## config.mk

```make
export PLATFORM = sky130hd
export DESIGN_NAME = hazard_ctrl_flat
export DESIGN_NICKNAME = d
export VERILOG_FILES = /design/src/rtl/hazard_ctrl_if.sv /design/src/rtl/hazard_ctrl.sv /design/src/flat_wrapper.sv
export SDC_FILE = /design/constraint.sdc
export NUM_CORES = 1
export LEC_CHECK = 0
export CORE_MARGIN = 2
export CORE_UTILIZATION = 30
export DETAILED_ROUTE_END_ITERATION = 10
export PLACE_DENSITY_LB_ADDON = 0.12
export SLEW_MARGIN = 30
export SYNTH_ARGS = -nofsm -noshare
export SYNTH_HDL_FRONTEND = slang
export SYNTH_SLANG_ARGS = --single-unit
```

## constraint.sdc

```tcl
create_clock -name clk -period 4.9 [get_ports clk]
set_input_delay 0.98 -clock clk [delete_from_list [all_inputs] [get_ports clk]]
set_output_delay 0.98 -clock clk [all_outputs]
set_load 0.005 [all_outputs]
```

## src/rtl/hazard_ctrl_if.sv

```systemverilog
// Bundle between the pipeline datapath and its hazard/interlock controller.
// The datapath is the master: it drives stage info in and receives enables, flushes and statistics.
interface hazard_ctrl_if #(
    parameter int CNT_W = 16
);
    logic [4:0]       id_rs;
    logic [4:0]       id_rt;
    logic             id_use_rs;
    logic             id_use_rt;
    logic             id_is_branch;
    logic             branch_taken;
    logic             id_halt;
    logic             resume;
    logic             ex_memread;
    logic [4:0]       ex_rd;
    logic             mem_memread;
    logic [4:0]       mem_rd;
    logic             ex_mdu_start;
    logic             pc_en;
    logic             ifid_en;
    logic             ifid_flush;
    logic             idex_en;
    logic             idex_flush;
    logic             exmem_flush;
    logic             halted;
    logic [CNT_W-1:0] stall_cnt;
    logic [CNT_W-1:0] flush_cnt;

    modport master (
        output id_rs, id_rt, id_use_rs, id_use_rt, id_is_branch, branch_taken,
               id_halt, resume, ex_memread, ex_rd, mem_memread, mem_rd, ex_mdu_start,
        input  pc_en, ifid_en, ifid_flush, idex_en, idex_flush, exmem_flush,
               halted, stall_cnt, flush_cnt
    );

    modport slave (
        input  id_rs, id_rt, id_use_rs, id_use_rt, id_is_branch, branch_taken,
               id_halt, resume, ex_memread, ex_rd, mem_memread, mem_rd, ex_mdu_start,
        output pc_en, ifid_en, ifid_flush, idex_en, idex_flush, exmem_flush,
               halted, stall_cnt, flush_cnt
    );
endinterface

```

## src/rtl/hazard_ctrl.sv

```systemverilog
// Purpose: pipeline interlock (load-use, branch-on-load, MDU freeze, halt) with stall/flush stats.
// Latency: enables/flushes are combinational same-cycle; state and counters update on the edge.
// Backpressure: stalls hold PC and IF/ID; MDU freezes through EX; HALT drains until resume.
module hazard_ctrl #(
    parameter int MDU_LAT = 4,
    parameter int CNT_W   = 16
) (
    input  logic          clk,
    input  logic          rst_n,
    hazard_ctrl_if.slave  bus
);
    localparam int             MW       = 4;
    localparam logic [MW-1:0]  MDU_LOAD = MW'(MDU_LAT - 2);

    typedef enum logic [1:0] {
        RUN  = 2'd0,
        MDU  = 2'd1,
        HALT = 2'd2
    } state_t;

    state_t           state, state_nxt;
    logic [MW-1:0]    mdu_cnt, mdu_cnt_nxt;
    logic [CNT_W-1:0] stall_cnt, flush_cnt;

    logic rs_ex, rt_ex, rs_mem, rt_mem, lu, bl;
    logic pc_en, ifid_en, ifid_flush, idex_en, idex_flush, exmem_flush, halted;
    logic stall_inc, flush_inc;

    // r0 is hardwired zero, so it never creates a dependence.
    assign rs_ex  = bus.id_use_rs && (bus.id_rs == bus.ex_rd)  && (bus.ex_rd  != 5'd0);
    assign rt_ex  = bus.id_use_rt && (bus.id_rt == bus.ex_rd)  && (bus.ex_rd  != 5'd0);
    assign rs_mem = bus.id_use_rs && (bus.id_rs == bus.mem_rd) && (bus.mem_rd != 5'd0);
    assign rt_mem = bus.id_use_rt && (bus.id_rt == bus.mem_rd) && (bus.mem_rd != 5'd0);
    assign lu     = bus.ex_memread && (rs_ex || rt_ex);
    assign bl     = bus.id_is_branch && bus.mem_memread && (rs_mem || rt_mem);

    always_comb begin
        state_nxt   = state;
        mdu_cnt_nxt = mdu_cnt;
        pc_en       = 1'b1;
        ifid_en     = 1'b1;
        ifid_flush  = 1'b0;
        idex_en     = 1'b1;
        idex_flush  = 1'b0;
        exmem_flush = 1'b0;
        halted      = 1'b0;
        flush_inc   = 1'b0;
        case (state)
            RUN: begin
                if (bus.ex_mdu_start) begin
                    pc_en       = 1'b0;
                    ifid_en     = 1'b0;
                    idex_en     = 1'b0;
                    exmem_flush = 1'b1;
                    mdu_cnt_nxt = MDU_LOAD;
                    state_nxt   = (MDU_LAT > 2) ? MDU : RUN;
                end else if (lu || bl) begin
                    pc_en      = 1'b0;
                    ifid_en    = 1'b0;
                    idex_flush = 1'b1;
                end else if (bus.id_halt) begin
                    pc_en      = 1'b0;
                    ifid_en    = 1'b0;
                    idex_flush = 1'b1;
                    state_nxt  = HALT;
                end else if (bus.branch_taken) begin
                    ifid_flush = 1'b1;
                    flush_inc  = 1'b1;
                end
            end
            MDU: begin
                pc_en       = 1'b0;
                ifid_en     = 1'b0;
                idex_en     = 1'b0;
                exmem_flush = 1'b1;
                // mdu_cnt holds the frozen cycles still owed, this one included.
                mdu_cnt_nxt = mdu_cnt - 1'b1;
                if (mdu_cnt <= 4'd1) begin
                    mdu_cnt_nxt = '0;
                    state_nxt   = RUN;
                end
            end
            HALT: begin
                pc_en      = 1'b0;
                ifid_en    = 1'b0;
                idex_flush = 1'b1;
                halted     = 1'b1;
                if (bus.resume) begin
                    state_nxt = RUN;
                end
            end
            default: begin
                state_nxt = RUN;
            end
        endcase
    end

    assign stall_inc = !pc_en && (state != HALT);

    always_ff @(posedge clk or negedge rst_n) begin
        if (!rst_n) begin
            state     <= RUN;
            mdu_cnt   <= '0;
            stall_cnt <= '0;
            flush_cnt <= '0;
        end else begin
            state   <= state_nxt;
            mdu_cnt <= mdu_cnt_nxt;
            if (stall_inc && (stall_cnt != '1)) begin
                stall_cnt <= stall_cnt + 1'b1;
            end
            if (flush_inc && (flush_cnt != '1)) begin
                flush_cnt <= flush_cnt + 1'b1;
            end
        end
    end

    assign bus.pc_en       = rst_n & pc_en;
    assign bus.ifid_en     = rst_n & ifid_en;
    assign bus.ifid_flush  = rst_n & ifid_flush;
    assign bus.idex_en     = rst_n & idex_en;
    assign bus.idex_flush  = rst_n & idex_flush;
    assign bus.exmem_flush = rst_n & exmem_flush;
    assign bus.halted      = rst_n & halted;
    assign bus.stall_cnt   = stall_cnt;
    assign bus.flush_cnt   = flush_cnt;
endmodule

```

## src/flat_wrapper.sv

```systemverilog
// flat-port wrapper written by rule: the top's interface ports become plain ports
module hazard_ctrl_flat 
#(
    parameter int MDU_LAT = 4,
    parameter int CNT_W   = 16
)
  (clk, rst_n, bus_id_rs, bus_id_rt, bus_id_use_rs, bus_id_use_rt, bus_id_is_branch, bus_branch_taken, bus_id_halt, bus_resume, bus_ex_memread, bus_ex_rd, bus_mem_memread, bus_mem_rd, bus_ex_mdu_start, bus_pc_en, bus_ifid_en, bus_ifid_flush, bus_idex_en, bus_idex_flush, bus_exmem_flush, bus_halted, bus_stall_cnt, bus_flush_cnt);
  hazard_ctrl_if #(.CNT_W(CNT_W)) bus_i ();
  input  logic clk;
  input  logic rst_n;
  input wire logic [$bits(bus_i.id_rs)-1:0] bus_id_rs;
  input wire logic [$bits(bus_i.id_rt)-1:0] bus_id_rt;
  input wire logic [$bits(bus_i.id_use_rs)-1:0] bus_id_use_rs;
  input wire logic [$bits(bus_i.id_use_rt)-1:0] bus_id_use_rt;
  input wire logic [$bits(bus_i.id_is_branch)-1:0] bus_id_is_branch;
  input wire logic [$bits(bus_i.branch_taken)-1:0] bus_branch_taken;
  input wire logic [$bits(bus_i.id_halt)-1:0] bus_id_halt;
  input wire logic [$bits(bus_i.resume)-1:0] bus_resume;
  input wire logic [$bits(bus_i.ex_memread)-1:0] bus_ex_memread;
  input wire logic [$bits(bus_i.ex_rd)-1:0] bus_ex_rd;
  input wire logic [$bits(bus_i.mem_memread)-1:0] bus_mem_memread;
  input wire logic [$bits(bus_i.mem_rd)-1:0] bus_mem_rd;
  input wire logic [$bits(bus_i.ex_mdu_start)-1:0] bus_ex_mdu_start;
  output wire logic [$bits(bus_i.pc_en)-1:0] bus_pc_en;
  output wire logic [$bits(bus_i.ifid_en)-1:0] bus_ifid_en;
  output wire logic [$bits(bus_i.ifid_flush)-1:0] bus_ifid_flush;
  output wire logic [$bits(bus_i.idex_en)-1:0] bus_idex_en;
  output wire logic [$bits(bus_i.idex_flush)-1:0] bus_idex_flush;
  output wire logic [$bits(bus_i.exmem_flush)-1:0] bus_exmem_flush;
  output wire logic [$bits(bus_i.halted)-1:0] bus_halted;
  output wire logic [$bits(bus_i.stall_cnt)-1:0] bus_stall_cnt;
  output wire logic [$bits(bus_i.flush_cnt)-1:0] bus_flush_cnt;
  assign bus_i.id_rs = bus_id_rs;
  assign bus_i.id_rt = bus_id_rt;
  assign bus_i.id_use_rs = bus_id_use_rs;
  assign bus_i.id_use_rt = bus_id_use_rt;
  assign bus_i.id_is_branch = bus_id_is_branch;
  assign bus_i.branch_taken = bus_branch_taken;
  assign bus_i.id_halt = bus_id_halt;
  assign bus_i.resume = bus_resume;
  assign bus_i.ex_memread = bus_ex_memread;
  assign bus_i.ex_rd = bus_ex_rd;
  assign bus_i.mem_memread = bus_mem_memread;
  assign bus_i.mem_rd = bus_mem_rd;
  assign bus_i.ex_mdu_start = bus_ex_mdu_start;
  assign bus_pc_en = bus_i.pc_en;
  assign bus_ifid_en = bus_i.ifid_en;
  assign bus_ifid_flush = bus_i.ifid_flush;
  assign bus_idex_en = bus_i.idex_en;
  assign bus_idex_flush = bus_i.idex_flush;
  assign bus_exmem_flush = bus_i.exmem_flush;
  assign bus_halted = bus_i.halted;
  assign bus_stall_cnt = bus_i.stall_cnt;
  assign bus_flush_cnt = bus_i.flush_cnt;
  hazard_ctrl #(.MDU_LAT(MDU_LAT), .CNT_W(CNT_W)) u_core (.clk(clk), .rst_n(rst_n), .bus(bus_i));
endmodule
```

==> run_results.csv <==
group,metric,value,unit
status,status,"completed",
global_route,grt_pass1_wl,9360,µm
floorplanning,placementRows,32,
layout,syn_to_final_growth,37.1,%
pwr,p_seq_share,40.5,%
global_route,overflow,0,
clock_network,cts_buffer_depth,2,
floorplanning,fp.dieArea,8580,µm²
clock_network,cts_setup_buffers,0,
setup_path,rrSetupSlack,2.46,ns
global_route,grt_usage,13.5,%
logic_synthesis,synth_cell_types,41,
timing,tightestPinTransition,0.669,ns
timing,rsz0062_at_grt,"false",
setup_path,rr_startpoint,"u_core.state[0]$_DFFE_PN0P_",
routing,num_vias,1979,
setup_path,critPathLaunchType,"input pin",
logic_synthesis,yosys_warnings,0,
layout,num_antenna_cells,0,
floorplanning,die_y,92.6,µm
clock_network,cts_resized,0,
pwr,p_sw_share,32.5,%
floorplanning,die_w,92.6,µm
clock_network,cts-root-buf,"clkbuf_8",
routing,drtAntennaViolNets,0,
logic_synthesis,postSynthCellCount,244,
global_route,antenna_found_initial,0,
pwr,intPower,631,µW
pwr,clockPowerShare,23.9,%
placed_design,place_hpwl,4220,µm
worst_hold_path,hold_class,"register to register",
timing,relSlewSlack,55.4,%
setup_path,cp.arrival,3.39,ns
setup_path,reg2reg_depth,8,
routing,wl_per_cell,13.7,µm
timing,max_freq,229,MHz
clock_network,clk_latency,0.28,ns
timing,period_share,89.1,%
pwr,p_leak,1.26,nW
clock_network,ctsHoldBuffers,0,
layout,nets,355,
pwr,ir_drop,115,µV
routing,viasPerCell,4.71,
logic_synthesis,synth.net_count,282,
setup_path,required,3.92,ns
floorplanning,initial_utilization,30.7,%
logic_synthesis,yosysTopAreaCellShare,40.3,%
floorplanning,ioPinCount,70,
logic_synthesis,ys_dominant_reg_cell,"dfrtp_1",
placed_design,portBuffers,69,
setup_path,rr_endpoint,"u_core.bus.flush_cnt[1]$_DFFE_PN0P_",
timing,finalHoldViolCount,0,
routing,drt_iter0_drc,42,
setup_path,crit_type,"input pin to output pin",
setup_path,crit_start,"bus_ex_rd[0]",
logic_synthesis,yosys_register_bits,38,
logic_synthesis,synth.avg_cell_area,9.66,µm²
clock_network,numClockSinks,38,
logic_synthesis,synth_area,2360,µm²
setup_path,worst-path-max-fanout,4,
layout,drive_above_1_share,5.97,%
logic_synthesis,yosysTopAreaCell,"dfrtp_1",
timing,setup_viol,0,
setup_path,endpoint_kind,"output pin",
routing,remaining_drc_errors,0,
timing,fin_skew,0.00573,ns
timing,period_minus_slack,4.37,ns
floorplanning,coreArea,7690,µm²
placed_design,gp_routability_congestion,0.803,
pwr,power.density,290,nW/µm²
clock_network,htreeDepth,2,
timing,fin_setup_tns,0,ns
routing,dr.pass1.iters,4,
layout,utilization,42.0,%
pwr,p_sw,305,µW
global_route,grt_max_degree,26,
pwr,p_comb_share,35.5,%
global_route,grt_pass1_vias,1965,
clock_network,cts_tree,"done",
logic_synthesis,synth_edf_count,0,
logic_synthesis,seq_area_frac_synth,40.3,%
timing,finalMaxSlewViolations,0,
setup_path,setup.worst_path.end,"bus_idex_flush",
clock_network,clk_pin_slew,0.07,ns
logic_synthesis,async_flop_share,100,%
flow_run,drv_cap,0,
clock_network,cts_made_buffers,5,
routing,routed_wl,5770,µm
logic_synthesis,synth.area.top_cells,"dfrtp_1, xnor2_1, xor2_1, ha_1, nand3_1",
-- registers in the layout, indices dropped and copies added (netlist names) --
name and flops:
u_core.state 2, u_core.bus.flush_cnt 16, u_core.bus.stall_cnt 16, u_core.mdu_cnt 4
-- metal layers --
layer | vias to the layer above | global-route usage [%] | routed length [µm]
li1 | 994 | - | -
met1 | 935 | 19.2 | 2820
met2 | 48 | 20.5 | 2560
met3 | 2 | 3.82 | 349
met4 | 0 | 2.94 | 30
met5 | - | 0 | 0
-- cells by family (layout without fill, tap and decap cells) --
| group | after synthesis | after routing | share of synthesized area, % |
|---|---|---|---|
| mux | 2 | 2 | 1.27 |
| buf+inv | 16 | 90 | 3.66 |
| xor+xnor | 50 | 50 | 18.6 |
| fa+ha+maj | 7 | 7 | 3.72 |
| simple gates | 106 | 106 | 23.6 |
| compound gates | 25 | 25 | 8.81 |
| flops | 38 | 38 | 40.3 |
-- power groups by stage --
| stage | clock [mW] | combinational [mW] | sequential (mW) |
|---|---|---|---|
| 4_1_cts | 0.236 | 0.339 | 0.380 |
| 2_1_floorplan | 0 | 0.208 | 0.379 |
| 3_3_place_gp | 0 | 0.338 | 0.386 |
| 5_1_grt | 0.251 | 0.374 | 0.386 |
| 3_5_place_dp | 0 | 0.338 | 0.387 |
| 6_report | 0.224 | 0.333 | 0.379 |
-- placed cells by master (no fill, tap or decap), drive strengths merged, types with 3 or more instances in the layout --
cell / count
clkdlybuf4s50: 68
dfrtp: 38
xnor2: 35
nand2: 21
nand3: 17
xor2: 15
nor2: 14
nor3: 13
and3: 12
inv: 11
nand4: 9
a21oi: 7
ha: 7
clkbuf: 7
and2: 4
and4: 3
o21ai: 3
o21a: 3
buf: 3
-- worst min-delay path by stage --
stage / depth (start not counted) / endpoint / slack (ns) / start
floorplan: 1 / u_core.mdu_cnt[2]$_DFFE_PN0P_ / 0.47 / u_core.mdu_cnt[2]$_DFFE_PN0P_
detailed placement: 1 / u_core.bus.stall_cnt[9]$_DFFE_PN0P_ / 0.48 / u_core.bus.stall_cnt[9]$_DFFE_PN0P_
global route: 1 / u_core.bus.stall_cnt[11]$_DFFE_PN0P_ / 0.51 / u_core.bus.stall_cnt[11]$_DFFE_PN0P_
CTS: 1 / u_core.bus.stall_cnt[11]$_DFFE_PN0P_ / 0.50 / u_core.bus.stall_cnt[11]$_DFFE_PN0P_
finish: 1 / u_core.bus.stall_cnt[11]$_DFFE_PN0P_ / 0.49 / u_core.bus.stall_cnt[11]$_DFFE_PN0P_
global placement: 1 / u_core.bus.stall_cnt[9]$_DFFE_PN0P_ / 0.48 / u_core.bus.stall_cnt[9]$_DFFE_PN0P_
-- cells in the mapped netlist (3+ instances only) --
| library cell | instances |
|---|---|
| dfrtp_1 | 38 |
| xnor2_1 | 35 |
| nand2_1 | 21 |
| nand3_1 | 17 |
| xor2_1 | 15 |
| nor2_1 | 13 |
| nor3_1 | 13 |
| and3_1 | 11 |
| inv_1 | 11 |
| nand4_1 | 9 |
| a21oi_1 | 7 |
| ha_1 | 7 |
| and2_1 | 4 |
| and4_1 | 3 |
| buf_6 | 3 |
| o21ai_0 | 3 |
-- per-stage QoR --
stage	power, mW	instances	setup WS, ns	cell area [µm²]	hold WS (ns)
floorplan	0.587	244	1.36	2360	0.466
global placement	0.724	412	0.489	3140	0.478
detailed placement	0.724	412	0.490	3140	0.484
CTS	0.955	420	0.485	3230	0.498
global route	1.01	420	0.401	3230	0.508
finish	0.936	420	0.532	3230	0.489
-- worst max-delay path, cell delays in order --
cell	delay, ns
clkdlybuf4s50_1	0.56
xnor2_1	0.14
nand4_1	0.13
o22ai_1	0.47
a22oi_1	0.26
a21oi_1	0.23
o21a_1	0.13
clkdlybuf4s50_1	0.49
-- layout make-up --
cell class	count	area, µm²
Fill cell	774	4460
Multi-Input combinational cell	190	1320
Sequential cell	38	951
Timing Repair Buffer	71	701
Tap cell	102	128
Clock buffer	7	86.3
Inverter	11	41.3
Clock inverter	1	5.00
Power figures use the tool's default switching activity.
